===== src/rtl/seg7_pkg.sv =====
`default_nettype none
// +----------------------------------------------------------------------------+
// | Module      : seg7_pkg                                                     |
// | Description : Shared definitions for the 7-segment scan decoder.           |
// |               SEG_* are active-low scan-bus patterns {a..g,dp}, dp off.    |
// |               seg7_to_hex maps active-low a..g to {err,nibble}.            |
// |               state_t encodes the frame hand-off FSM.                      |
// | Revision    : 1.0 - initial release                                        |
// +----------------------------------------------------------------------------+
package seg7_pkg;

  localparam logic [7:0] SEG_0 = 8'h03;
  localparam logic [7:0] SEG_1 = 8'h9F;
  localparam logic [7:0] SEG_2 = 8'h25;
  localparam logic [7:0] SEG_3 = 8'h0D;
  localparam logic [7:0] SEG_4 = 8'h99;
  localparam logic [7:0] SEG_5 = 8'h49;
  localparam logic [7:0] SEG_6 = 8'h41;
  localparam logic [7:0] SEG_7 = 8'h1F;
  localparam logic [7:0] SEG_8 = 8'h01;
  localparam logic [7:0] SEG_9 = 8'h09;
  localparam logic [7:0] SEG_A = 8'h11;
  localparam logic [7:0] SEG_B = 8'hC1;
  localparam logic [7:0] SEG_C = 8'h63;
  localparam logic [7:0] SEG_D = 8'h85;
  localparam logic [7:0] SEG_E = 8'h61;
  localparam logic [7:0] SEG_F = 8'h71;

  typedef enum logic [0:0] {
    COLLECT = 1'b0,
    HOLD    = 1'b1
  } state_t;

  // Returns {err, nibble}; any pattern outside the table (including blank)
  // yields err=1 with nibble 0. The dp bit is not part of the match.
  function automatic logic [4:0] seg7_to_hex(input logic [6:0] i_seg_n);
    logic [4:0] w_r;
    case (i_seg_n)
      SEG_0[7:1]: w_r = 5'h00;
      SEG_1[7:1]: w_r = 5'h01;
      SEG_2[7:1]: w_r = 5'h02;
      SEG_3[7:1]: w_r = 5'h03;
      SEG_4[7:1]: w_r = 5'h04;
      SEG_5[7:1]: w_r = 5'h05;
      SEG_6[7:1]: w_r = 5'h06;
      SEG_7[7:1]: w_r = 5'h07;
      SEG_8[7:1]: w_r = 5'h08;
      SEG_9[7:1]: w_r = 5'h09;
      SEG_A[7:1]: w_r = 5'h0A;
      SEG_B[7:1]: w_r = 5'h0B;
      SEG_C[7:1]: w_r = 5'h0C;
      SEG_D[7:1]: w_r = 5'h0D;
      SEG_E[7:1]: w_r = 5'h0E;
      SEG_F[7:1]: w_r = 5'h0F;
      default:    w_r = 5'h10;
    endcase
    return w_r;
  endfunction

endpackage
`default_nettype wire


===== src/rtl/seg7_digit_track.sv =====
`default_nettype none
// +----------------------------------------------------------------------------+
// | Module      : seg7_digit_track                                             |
// | Description : Stability tracker for one scanned digit. Remembers the last  |
// |               qualified pattern and how many consecutive times it was seen.|
// |               Pulses o_accept on the sample that brings the count to       |
// |               STABLE; the count then saturates until the pattern changes.  |
// | Ports       : clk, rst        clock / async active-high reset              |
// |               i_sample        qualified sample for this digit this cycle   |
// |               i_pattern[7:0]  raw active-low segment pattern               |
// |               o_accept        one-cycle accept pulse                       |
// |               o_pattern[7:0]  last pattern held by the tracker             |
// | Revision    : 1.0 - initial release                                        |
// +----------------------------------------------------------------------------+
module seg7_digit_track
  import seg7_pkg::*;
#(
  parameter int STABLE = 8,
  parameter int CW     = 4
) (
  input  logic       clk,
  input  logic       rst,
  input  logic       i_sample,
  input  logic [7:0] i_pattern,
  output logic       o_accept,
  output logic [7:0] o_pattern
);

  localparam logic [CW-1:0] C_STABLE = CW'(STABLE);
  localparam logic [CW-1:0] C_ONE    = CW'(1);

  logic [7:0]    r_p;
  logic [CW-1:0] r_c;
  logic          w_same;

  assign w_same    = (i_pattern == r_p);
  // Accept only on the STABLE-1 -> STABLE step, so a saturated digit never re-fires.
  assign o_accept  = i_sample && w_same && (r_c == (C_STABLE - C_ONE));
  assign o_pattern = r_p;

  always_ff @(posedge clk or posedge rst) begin
    if (rst) begin
      r_p <= 8'h00;
      r_c <= '0;
    end else if (i_sample) begin
      if (w_same) begin
        if (r_c != C_STABLE) begin
          r_c <= r_c + C_ONE;
        end
      end else begin
        r_p <= i_pattern;
        r_c <= C_ONE;
      end
    end
  end

endmodule
`default_nettype wire


===== src/rtl/seg7_scan_decoder.sv =====
`default_nettype none
// +----------------------------------------------------------------------------+
// | Module      : seg7_scan_decoder                                            |
// | Description : Watches an active-low multiplexed 7-seg scan bus, debounces  |
// |               each digit, decodes it back to hex and emits whole frames on |
// |               a valid/ready port.                                          |
// | Ports       : clk, rst              clock / async active-high reset        |
// |               i_seg[7:0]            active-low {a,b,c,d,e,f,g,dp}          |
// |               i_an[NDIG-1:0]        active-low digit enables               |
// |               i_out_ready           consumer ready                         |
// |               o_out_valid           frame available                        |
// |               o_out_hex[4*NDIG-1:0] digit i in [4i+3:4i]                   |
// |               o_out_dp[NDIG-1:0]    decimal points, 1 = lit                |
// |               o_out_err[NDIG-1:0]   pattern not in hex table               |
// |               o_overrun             sticky frame-dropped flag              |
// | Revision    : 1.0 - initial release                                        |
// +----------------------------------------------------------------------------+
module seg7_scan_decoder
  import seg7_pkg::*;
#(
  parameter int NDIG   = 4,
  parameter int STABLE = 8,
  parameter int CW     = 4
) (
  input  logic              clk,
  input  logic              rst,
  input  logic [7:0]        i_seg,
  input  logic [NDIG-1:0]   i_an,
  input  logic              i_out_ready,
  output logic              o_out_valid,
  output logic [4*NDIG-1:0] o_out_hex,
  output logic [NDIG-1:0]   o_out_dp,
  output logic [NDIG-1:0]   o_out_err,
  output logic              o_overrun
);

  logic [NDIG-1:0]   w_an_act;
  logic              w_one_hot;
  logic [NDIG-1:0]   w_qual;
  logic [NDIG-1:0]   w_accept;
  logic [7:0]        w_pat [NDIG];
  logic [7:0]        w_acc_pat;
  logic [4:0]        w_dec;

  logic [4*NDIG-1:0] r_buf_hex, w_buf_hex_next;
  logic [NDIG-1:0]   r_buf_dp,  w_buf_dp_next;
  logic [NDIG-1:0]   r_buf_err, w_buf_err_next;
  logic [NDIG-1:0]   r_seen,    w_seen_next;
  logic              w_full;

  state_t            r_state, w_state_next;
  logic              w_load, w_clear_valid, w_set_overrun;

  logic              r_out_valid;
  logic [4*NDIG-1:0] r_out_hex;
  logic [NDIG-1:0]   r_out_dp;
  logic [NDIG-1:0]   r_out_err;
  logic              r_overrun;

  // A sample is valid only when exactly one enable is active.
  assign w_an_act  = ~i_an;
  assign w_one_hot = (w_an_act != '0) && ((w_an_act & (w_an_act - 1'b1)) == '0);
  assign w_qual    = w_one_hot ? w_an_act : '0;

  generate
    for (genvar gi = 0; gi < NDIG; gi++) begin : g_track
      seg7_digit_track #(
        .STABLE (STABLE),
        .CW     (CW)
      ) u_track (
        .clk       (clk),
        .rst       (rst),
        .i_sample  (w_qual[gi]),
        .i_pattern (i_seg),
        .o_accept  (w_accept[gi]),
        .o_pattern (w_pat[gi])
      );
    end
  endgenerate

  // At most one digit accepts per cycle, so an OR-mux picks its pattern.
  always_comb begin
    w_acc_pat = 8'h00;
    for (int k = 0; k < NDIG; k++) begin
      w_acc_pat = w_acc_pat | (w_accept[k] ? w_pat[k] : 8'h00);
    end
  end

  assign w_dec = seg7_to_hex(w_acc_pat[7:1]);

  always_comb begin
    w_buf_hex_next = r_buf_hex;
    w_buf_dp_next  = r_buf_dp;
    w_buf_err_next = r_buf_err;
    for (int k = 0; k < NDIG; k++) begin
      if (w_accept[k]) begin
        w_buf_hex_next[4*k +: 4] = w_dec[3:0];
        w_buf_dp_next[k]         = ~w_acc_pat[0];
        w_buf_err_next[k]        = w_dec[4];
      end
    end
  end

  // The final latch of a frame counts towards completion in the same cycle.
  assign w_seen_next = r_seen | w_accept;
  assign w_full      = &w_seen_next;

  always_ff @(posedge clk or posedge rst) begin
    if (rst) begin
      r_state <= COLLECT;
    end else begin
      r_state <= w_state_next;
    end
  end

  always_comb begin
    w_state_next  = r_state;
    w_load        = 1'b0;
    w_clear_valid = 1'b0;
    w_set_overrun = 1'b0;
    case (r_state)
      COLLECT: begin
        if (w_full) begin
          w_load       = 1'b1;
          w_state_next = HOLD;
        end
      end
      HOLD: begin
        if (i_out_ready) begin
          // Hand-off and completion together: new frame replaces the accepted one.
          if (w_full) begin
            w_load = 1'b1;
          end else begin
            w_clear_valid = 1'b1;
            w_state_next  = COLLECT;
          end
        end else if (w_full) begin
          w_set_overrun = 1'b1;
        end
      end
      default: w_state_next = COLLECT;
    endcase
  end

  always_ff @(posedge clk or posedge rst) begin
    if (rst) begin
      r_buf_hex   <= '0;
      r_buf_dp    <= '0;
      r_buf_err   <= '0;
      r_seen      <= '0;
      r_out_valid <= 1'b0;
      r_out_hex   <= '0;
      r_out_dp    <= '0;
      r_out_err   <= '0;
      r_overrun   <= 1'b0;
    end else begin
      r_buf_hex <= w_buf_hex_next;
      r_buf_dp  <= w_buf_dp_next;
      r_buf_err <= w_buf_err_next;
      // A completed frame always clears the mask, whether loaded or dropped.
      r_seen    <= w_full ? '0 : w_seen_next;
      if (w_load) begin
        r_out_valid <= 1'b1;
        r_out_hex   <= w_buf_hex_next;
        r_out_dp    <= w_buf_dp_next;
        r_out_err   <= w_buf_err_next;
      end else if (w_clear_valid) begin
        r_out_valid <= 1'b0;
      end
      if (w_set_overrun) begin
        r_overrun <= 1'b1;
      end
    end
  end

  assign o_out_valid = r_out_valid;
  assign o_out_hex   = r_out_hex;
  assign o_out_dp    = r_out_dp;
  assign o_out_err   = r_out_err;
  assign o_overrun   = r_overrun;

endmodule
`default_nettype wire


===== config.mk =====
export PLATFORM = sky130hd
export DESIGN_NAME = seg7_scan_decoder
export DESIGN_NICKNAME = d
export VERILOG_FILES = /design/src/rtl/seg7_pkg.sv /design/src/rtl/seg7_digit_track.sv /design/src/rtl/seg7_scan_decoder.sv
export SDC_FILE = /design/constraint.sdc
export NUM_CORES = 1
export LEC_CHECK = 0
export ABC_AREA = 0
export CORE_MARGIN = 1.5
export CORE_UTILIZATION = 54
export CTS_CLUSTER_DIAMETER = 150
export DETAILED_ROUTE_END_ITERATION = 8
export PLACE_DENSITY = 0.84
export SYNTH_ARGS = -nofsm -noshare
export SYNTH_HDL_FRONTEND = slang
export SYNTH_SLANG_ARGS = --single-unit

===== constraint.sdc =====
create_clock -name clk -period 9.3 [get_ports clk]
set_clock_uncertainty 0.05 [all_clocks]
set_input_delay 2.79 -clock clk [delete_from_list [all_inputs] [get_ports clk]]
set_output_delay 2.79 -clock clk [all_outputs]
set_load 0.005 [all_outputs]

==> results of run 1 <==
## path summary, 6_finish.rpt
path	to	startpoint	depth (start not counted)	slack, ns
max in group asynchronous	o_out_hex[4]	rst	3	5.33
min reg2reg	r_buf_dp[0]	r_buf_dp[0]	2	0.42
max	o_out_hex[13]	i_seg[4]	8	2.51
max reg2reg	o_out_hex[13]	g_track[1].u_track.o_pattern[5]	7	5.23
min	r_buf_dp[0]	r_buf_dp[0]	2	0.42
min in group asynchronous	g_track[3].u_track.o_pattern[6]	rst	2	2.79
## power by group through the flow
stage	Sequential, uW	Combinational (uW)	Clock [uW]
after floorplan	512	105	0
after global placement	523	123	0
after detailed placement	524	127	0
after CTS	516	128	291
after global routing	521	139	308
final	516	128	285
## through the flow
| stage | area [sq um] | hold WS, ns | setup slack [ns] | std cells |
|---|---|---|---|---|
| 2_1_floorplan | 5911 | 0.3682 | 3.756 | 567 |
| 3_3_place_gp | 6369 | 0.3818 | 2.384 | 723 |
| 3_5_place_dp | 6369 | 0.3993 | 2.168 | 723 |
| 4_1_cts | 6566 | 0.4243 | 2.572 | 739 |
| 5_1_grt | 6566 | 0.4512 | 2.259 | 739 |
| 6_report | 6566 | 0.4225 | 2.510 | 739 |
## cell usage in the layout, fill, tap and decap left out, types with 19 or more instances in the layout
cell / synthesis / layout
clkdlybuf4s50_1: 0 / 40
o21ai_0: 22 / 22
xor2_1: 34 / 34
dfrtp_1: 103 / 103
nand3_1: 21 / 21
mux2_2: 47 / 47
nor2_1: 40 / 40
a21oi_1: 19 / 19
nand2_1: 53 / 53
nand4_1: 22 / 22
nor3_1: 20 / 20
## cell families after synthesis
group	count (synthesis)	synth area share
buffers and inverters	44	0.03556
adder cells (fa/ha/maj)	8	0.01694
AND/OR/NAND/NOR	218	0.2108
flip-flops	103	0.4361
multiplexers	57	0.1109
AO/OA/AOI/OAI	103	0.1393
XOR/XNOR	34	0.05038
## routing by layer
layer	part of all wire	routed length, um	vias to the layer above
met5	0	0	-
met4	0.023	318	0
met3	0.044	595	35
met2	0.48	6499	128
met1	0.45	6134	2269
li1	-	-	2143
## tightest hold or removal path: cells and delay by family, from the launching register on
| family | cells | cell delay, ns |
|---|---|---|
| and+or+nand+nor | 2 | 0.11 |
| DFF | 1 | 0.33 |
## sequential cells by signal (all words and copies together) (netlist names)
register	count
g_track.u_track.o_pattern	32
g_track.u_track.r_c	16
o_out_dp	4
o_out_err	4
o_out_hex	16
o_out_valid	1
o_overrun	1
r_buf_dp	4
r_buf_err	4
r_buf_hex	16
r_seen	4
r_state	1
## area by class of cell
cell class,count,area (sq um)
flip-flops and latches,103,2577
multi-input cells,420,3123
fillers,892,4179
repair buffers,44,430.4
clock inverters,6,70.07
well taps,140,175.2
clock buffers,10,127.6
inverters,16,62.56
==> reports/qor.yml, run 1 <==
outcome: "complete, no violations"
utilization: 0.6111
critical_path_required_ns: 9.52
track_usage: 0.2470
yosys-top-cells-count: "dfrtp_1 (103), nand2_1 (53), mux2_2 (47)"
max_cap_violations: 0
power_frac_seq: 0.555
critPathBufInv: 1
slowest_stage: "nor4_2"
ioPinCount: 41
via_count: 4575
postCtsResizedCells: 0
met1_usage: 0.3369
rsz0062_at_grt: "no"
final_nets: 617
rows: 38
synth_seq_cells: 103
hold_viol: 0
drt-total-wl_um: 13550
busiest_layer: "met2"
place.gp.congestion: 0.9300
met3_usage: 0.03753
die_x_um: 107.6
netlist_area_sq_um: 5911
worstSetupPathType: "in -> reg"
antennaDiodeCount: 0
cp_top_family: "simple AND/OR/NAND/NOR gates"
cts_setup_buffers: 0
cts_sinks: 103
synthArstFlopShare: 1.000
finalCritPeriodShare: 0.7302
cts_buffer_depth: 2
synth.most_common_cell: "dfrtp_1"
synth_flop_cell: "dfrtp_1"
setup_violations: 0
p_total_uw: 929.3
fin_crit_ns: 6.790
syn_inst: 567
p_int_uw: 661.7
synth.distinct_cells: 74
grt_remaining_overflow: 0
yosysTopAreaCell: "dfrtp_1"
drt_first_iter_violations: 265
fin_setup_tns_ns: 0
syn_area_per_cell_sq_um: 10.42
synth-edff-count: 0
power.share.switching: 0.2879
ys_warn_count: 0
clock_power_share: 0.307
htreeDepth: 3
cpPeakStageDelay_ns: 0.94
slew_viol_final: 0
fp.dieH_um: 107.6
worst_pin_slew_ns: 1.087
crit_chain: "clkdlybuf4s50_1 -> xor2_1 -> nor4_2 -> nand3_2 -> a222oi_1 -> o21a_1 -> and2_1 -> mux2_2"
worstPathArrival_ns: 7.01
slew_headroom: 0.2694
initial_core_util: 0.5501
grt_pass1_vias: 4313
layout-drive-gt1-share: 0.1953
fp.dieArea_sq_um: 11580
cts_tree: "done"
io_buffer_count: 40
powerDensity_nw_per_um2: 141.5
ys_seq_area_frac: 0.4361
cts.hold.buffers_added: 0
power_switching_uw: 267.6
syn_to_final_growth_pct: 11.09
ant_nets: 0
cts_buffers: 9
critPathMaxFanout: 20
grt_pass1_wl_um: 22060
first_pass_iters: 5
grt_max_degree: 56
p_leak_uw: 0.002825
synth_top_cell_area_share: 0.4361
setup.worst_path.start_class: "input pin"
via_per_inst: 6.191
antenna_found_initial: 0
route.detailed.drc: 0
ys_top_cells_by_area: "dfrtp_1 (44%), mux2_2 (9.0%), xor2_1 (5.0%), nand2_1 (3.4%), nor2_1 (2.5%)"
ir_worst_vdd_uv: 103.1
cts_root_buffer: "clkbuf_8"
wl_per_cell_um: 18.33
dp_hpwl_um: 9816
power.share.combinational: 0.138
hold_class: "reg -> reg"
clk_pin_slew_ns: 0.09
worstSetupEndpointType: "flip-flop"
syn_nets: 590
fp.coreArea_sq_um: 10750
maxClockFrequency_ghz: 0.1473
clk_latency_ns: 0.38
met2_usage: 0.4004
(Power assumes the default switching activity.)
==> run 2: changes to the inputs <==
--- a/config.mk
+++ b/config.mk
@@ -10,7 +10,7 @@
 export CORE_UTILIZATION = 54
 export CTS_CLUSTER_DIAMETER = 150
 export DETAILED_ROUTE_END_ITERATION = 8
-export PLACE_DENSITY = 0.84
+export PLACE_DENSITY = 0.87
 export SYNTH_ARGS = -nofsm -noshare
 export SYNTH_HDL_FRONTEND = slang
 export SYNTH_SLANG_ARGS = --single-unit
==> constraint.sdc (replaced) <==
create_clock -name clk -period 5.75 [get_ports clk]
set_clock_uncertainty 0.05 [all_clocks]
set_input_delay 1.725 -clock clk [delete_from_list [all_inputs] [get_ports clk]]
set_output_delay 1.725 -clock clk [all_outputs]
set_load 0.005 [all_outputs]
==> run 2 against run 1 <==
  * Flip-flop and latch count unchanged
  * Worst setup slack got worse by 1.7 ns
  * Clock power increased by 61%
  * Register-to-register slack got worse by 2.9 ns
  * Highest routed layer unchanged
  * First-iteration DRC count increased by 54%
==> reports/qor.yml, run 2 (synthesis results as in run 1) <==
cts.hold.buffers_added: 0  # unchanged
track_usage: 0.2616  # +0.01465
fillers: 851  # -4.6%
design_area_sq_um: 6618  # +0.78%
worst_pin_slew_ns: 1.012  # -0.07464 ns
utilization: 0.6159  # +0.004774
cts_sinks: 103  # unchanged
grt_max_degree: 85  # +52%
powerDensity_nw_per_um2: 227.3  # +61%
slew_viol_final: 0  # unchanged
p_leak_uw: 0.002866  # +1.5%
layout_common_cells: "dfrtp_1 (103), nand2_1 (53), mux2_2 (47)"
die_x_um: 107.6  # unchanged
clk_latency_ns: 0.38  # about the same
critPathMaxFanout: 10  # -50%
hold_depth: 1  # -1
first_pass_iters: 5  # unchanged
min_to: "o_out_valid"
slowest_stage: "or4b_1"
final_nets: 624  # +1.1%
crit_chain: "clkdlybuf4s50_1 -> xor2_1 -> nor4_4 -> nand4_1 -> o2111ai_2 -> or3b_2 -> o31a_1 -> o22ai_1 -> or4b_1 -> o21ai_2"
grt_remaining_overflow: 0  # unchanged
final_common_cell: "dfrtp_1"
route.detailed.drc: 0  # unchanged
grt_pass1_wl_um: 23440  # +6.3%
antenna_found_initial: 0  # unchanged
min-delay-start: "r_state"
hold_class: "reg -> reg"
ir_worst_vdd_uv: 167.7  # +63%
ioPinCount: 41  # unchanged
r2r_end: "o_out_hex[2]"
drt-total-wl_um: 14320  # +5.7%
cts_root_buffer: "clkbuf_8"
worstPathArrival_ns: 5.20  # -1.81 ns
syn_to_final_growth_pct: 11.96
postCtsResizedCells: 0  # unchanged
via_per_inst: 6.331  # +2.3%
cpPeakStageDelay_ns: 0.73  # -0.21 ns
fp.dieArea_sq_um: 11580  # unchanged
multiInputGateArea_sq_um: 3123  # unchanged
ant_nets: 0  # unchanged
wl_per_cell_um: 19.20  # +4.7%
io_buffer_count: 40  # unchanged
cts_buffers: 9  # unchanged
initial_core_util: 0.5501  # unchanged
finalCritPeriodShare: 0.8604
fin_setup_tns_ns: 0  # unchanged
slew_headroom: 0.3252  # +0.05579
outcome: "complete, no violations"
rows: 38  # unchanged
htreeDepth: 3  # unchanged
rr_worst_depth: 9  # +2
place.gp.congestion: 0.8951  # -3.8%
rsz0062_at_grt: "no"
via_count: 4723  # +3.2%
setup_violations: 0  # unchanged
clk_pin_slew_ns: 0.12  # +0.03 ns
dp_hpwl_um: 10270  # +4.6%
fp.coreArea_sq_um: 10750  # unchanged
drt_first_iter_violations: 407  # +54%
setup.worst_path.start_class: "input pin"
worstSetupEndpointType: "flip-flop"
fin_crit_ns: 4.947
cp_top_family: "simple AND/OR/NAND/NOR gates"
rrSetupSlack_ns: 2.37  # -2.86 ns
place_area_sq_um: 6421  # +0.83%
maxClockFrequency_ghz: 0.2021
layout-drive-gt1-share: 0.2063  # +0.01095
cts_buffer_depth: 2  # unchanged
critPathBufInv: 1  # unchanged
antennaDiodeCount: 0  # unchanged
critical_path_required_ns: 6.00  # -3.52 ns
max_cap_violations: 0  # unchanged
cts_setup_buffers: 0  # unchanged
largest_register_ffs: 32  # unchanged
fp.dieH_um: 107.6  # unchanged
cts_tree: "done"
worstReg2RegStart: "g_track[1].u_track.r_c[0]"
seqCellArea_sq_um: 2577  # unchanged
hold_viol: 0  # unchanged
grt_pass1_vias: 4754  # +10%
worstSetupPathType: "in -> reg"
[run 2: cell types whose count changed in the layout (fill, tap and decap cells not counted)]
cell,before,now
inv_8,0,2
inv_6,1,2
clkinvlp_4,3,1
bufinv_16,1,0
clkbuf_1,1,0
buf_4,4,11
clkinv_8,0,1
[run 2: per-stage QoR]
| stage | std cells | hold slack, ns | total power [uW] | setup slack [ns] |
|---|---|---|---|---|
| floorplan | 567 | 0.3682 | 998.7 | 1.271 |
| global placement | 730 | 0.3828 | 1043 | 0.6155 |
| detailed placement | 730 | 0.4027 | 1056 | 0.4861 |
| CTS | 746 | 0.4133 | 1506 | 0.8746 |
| global route | 746 | 0.4345 | 1564 | 0.5975 |
| finish | 746 | 0.4176 | 1504 | 0.8028 |
[run 2: area by class of cell]
type	count	area share
inverter	16	0.009454
multi-input combinational	420	0.4719
sequential	103	0.3895
tap	140	0.02647
clock buffer	9	0.01872
clock inverter	7	0.01097
timing repair buffer	51	0.07298
[run 2: how the worst max path moves through the flow]
stage	depth (start not counted)	to	slack [ns]	from
2_1_floorplan	1	g_track[0].u_track.o_pattern[0]	1.27	rst
3_3_place_gp	10	o_out_hex[6]	0.62	i_seg[5]
3_5_place_dp	10	o_out_hex[9]	0.49	i_seg[5]
4_1_cts	10	r_buf_err[3]	0.87	i_seg[5]
5_1_grt	10	o_out_hex[0]	0.60	i_an[3]
6_report	10	r_buf_err[0]	0.80	i_seg[5]
[run 2: layer usage]
layer,GRT usage,wire (um),share of wire
met4,0.1269,517,0.036
met1,0.3332,5931,0.41
met3,0.04661,812,0.057
met5,0,0,0
met2,0.4308,7063,0.49
[run 2: power by group]
group | switching (uW) | internal, uW | leakage [uW]
combinational | 118 | 92.6 | 0.00143
clock | 286 | 171 | 0.0000970
sequential | 58.4 | 777 | 0.00134
total | 463 | 1040 | 0.00287
==> run 3: changes to the inputs <==
--- a/config.mk
+++ b/config.mk
@@ -10,7 +10,7 @@
 export CORE_UTILIZATION = 54
 export CTS_CLUSTER_DIAMETER = 150
 export DETAILED_ROUTE_END_ITERATION = 8
-export PLACE_DENSITY = 0.87
+export PLACE_DENSITY = 0.84
 export SYNTH_ARGS = -nofsm -noshare
 export SYNTH_HDL_FRONTEND = slang
 export SYNTH_SLANG_ARGS = --single-unit
==> constraint.sdc (replaced) <==
create_clock -name clk -period 6.4 [get_ports clk]
set_clock_uncertainty 0.05 [all_clocks]
set_input_delay 1.92 -clock clk [delete_from_list [all_inputs] [get_ports clk]]
set_output_delay 1.92 -clock clk [all_outputs]
set_load 0.005 [all_outputs]
==> run 3 against run 2 <==
  * Clock power down 7.9%
  * Via count down 0.40%
  * Cell count down 0.40%
  * Register-to-register slack better by 0.26 ns
  * First-iteration DRC count up 12%
  * Utilization down 0.14 points
  * Sequential power down 9.3%
  * Non-clock buffer count down 3
  * Largest cell class unchanged
==> reports/qor.yml, run 3 (synthesis results as in run 1) <==
initial_core_util: 0.5501  # unchanged
cts.hold.buffers_added: 0  # unchanged
largest_register_ffs: 32  # unchanged
route.detailed.drc: 0  # unchanged
powerDensity_nw_per_um2: 207.1  # -8.9%
fp.coreArea_sq_um: 10750  # unchanged
syn_to_final_growth_pct: 11.71
critical_path_required_ns: 6.61  # +0.61 ns
final_nets: 621  # -0.48%
track_usage: 0.2524  # -0.009264
antenna_found_initial: 0  # unchanged
rr_worst_depth: 7  # -2
cts_sinks: 103  # unchanged
antennaDiodeCount: 0  # unchanged
cts_buffers: 9  # unchanged
ant_nets: 0  # unchanged
worstSetupPathType: "in -> reg"
fillers: 857  # +0.71%
postCtsResizedCells: 0  # unchanged
finalCritPeriodShare: 0.8713
cts_setup_buffers: 0  # unchanged
rrSetupSlack_ns: 2.63  # +0.26 ns
design_area_sq_um: 6603  # -0.23%
drt_first_iter_violations: 455  # +12%
cts_tree: "done"
slew_viol_final: 0  # unchanged
setup_violations: 0  # unchanged
ir_worst_vdd_uv: 150.3  # -10%
cts_buffer_depth: 2  # unchanged
cts_root_buffer: "clkbuf_8"
fp.dieArea_sq_um: 11580  # unchanged
first_pass_iters: 5  # unchanged
fin_setup_tns_ns: 0  # unchanged
hold_viol: 0  # unchanged
clk_pin_slew_ns: 0.10  # -0.02 ns
grt_remaining_overflow: 0  # unchanged
utilization: 0.6145  # -0.001397
grt_pass1_vias: 4400  # -7.4%
place_area_sq_um: 6399  # -0.35%
worst_pin_slew_ns: 0.8549  # -0.1573 ns
grt_max_degree: 57  # -33%
worstSetupEndpointType: "flip-flop"
htreeDepth: 3  # unchanged
max_cap_violations: 0  # unchanged
setup.worst_path.start_class: "input pin"
clk_latency_ns: 0.38  # about the same
via_per_inst: 6.331  # about the same
maxClockFrequency_ghz: 0.1793
layout-drive-gt1-share: 0.2023  # -0.003949
fp.dieH_um: 107.6  # unchanged
fin_crit_ns: 5.576
place.gp.congestion: 0.9214  # +2.9%
dp_hpwl_um: 10270  # about the same
outcome: "complete, no violations"
hold_ws_ns: 0.4276  # +0.01002 ns
slew_headroom: 0.4290  # +0.1037
worstPathArrival_ns: 5.79  # +0.59 ns
rows: 38  # unchanged
die_x_um: 107.6  # unchanged
wl_per_cell_um: 18.78  # -2.2%
grt_pass1_wl_um: 22600  # -3.6%
io_buffer_count: 40  # unchanged
rsz0062_at_grt: "no"
layout_common_cells: "dfrtp_1 (103), nand2_1 (53), mux2_2 (47)"
critPathMaxFanout: 19  # +9
drt-total-wl_um: 13950  # -2.6%
hold_depth: 2  # +1
ioPinCount: 41  # unchanged
via_count: 4704  # -0.40%
final_common_cell: "dfrtp_1"
p_leak_uw: 0.002858  # -0.29%
hold_class: "reg -> reg"
## run 3: cell count changes in the layout (fill, tap and decap cells not counted), sizes merged
cell    previous run  this run
inv               20        18
bufinv             0         1
buf               11         8
clkinv             2         3
## run 3: power breakdown
group / internal [uW] / switching [uW] / total [uW]
combinational: 82.6 / 105 / 188
sequential: 698 / 59.5 / 758
clock: 186 / 237 / 422
## run 3: path summary, 6_finish.rpt
path / start / endpoint
worst max-delay path: i_seg[6] / o_out_hex[13]
worst min-delay path: r_buf_dp[3] / r_buf_dp[3]
worst max register to register: g_track[2].u_track.o_pattern[5] / o_out_hex[13]
worst min register to register: r_buf_dp[3] / r_buf_dp[3]
max in group asynchronous: rst / g_track[2].u_track.o_pattern[1]
min in group asynchronous: rst / o_out_hex[14]
## run 3: worst max-delay path: stages
cell             delay (ns)
clkdlybuf4s50_1        0.63
xor2_1                 0.29
nor4_4                 0.61
nand3_1                0.41
a222oi_1               0.50
o21a_1                 0.31
and2_1                 0.70
mux2_2                 0.42
## run 3: per-layer routing
metal / share of wire / track usage / vias to the layer above
met5: 0 / 0 / -
met4: 0.026 / 0.1006 / 0
met3: 0.049 / 0.04177 / 35
met2: 0.49 / 0.4063 / 192
met1: 0.44 / 0.3408 / 2327
li1: - / - / 2150
## run 3: cell type report
type                            instances  area (sq um)  area share
Multi-Input combinational cell        420          3123      0.4730
Tap cell                              140         175.2     0.02653
Sequential cell                       103          2577      0.3904
Timing Repair Buffer                   48         460.4     0.06974
Clock inverter                          7         80.08     0.01213
Clock buffer                            9         123.9     0.01876
Inverter                               16         62.56    0.009475
## run 3: through the flow
| step | total power [uW] | std cells | setup WS (ns) |
|---|---|---|---|
| 2_1_floorplan | 897.3 | 567 | 1.726 |
| 3_3_place_gp | 945.7 | 727 | 0.6948 |
| 3_5_place_dp | 954.7 | 727 | 0.4880 |
| 4_1_cts | 1370 | 743 | 0.8824 |
| 5_1_grt | 1422 | 743 | 0.6193 |
| 6_report | 1368 | 743 | 0.8238 |
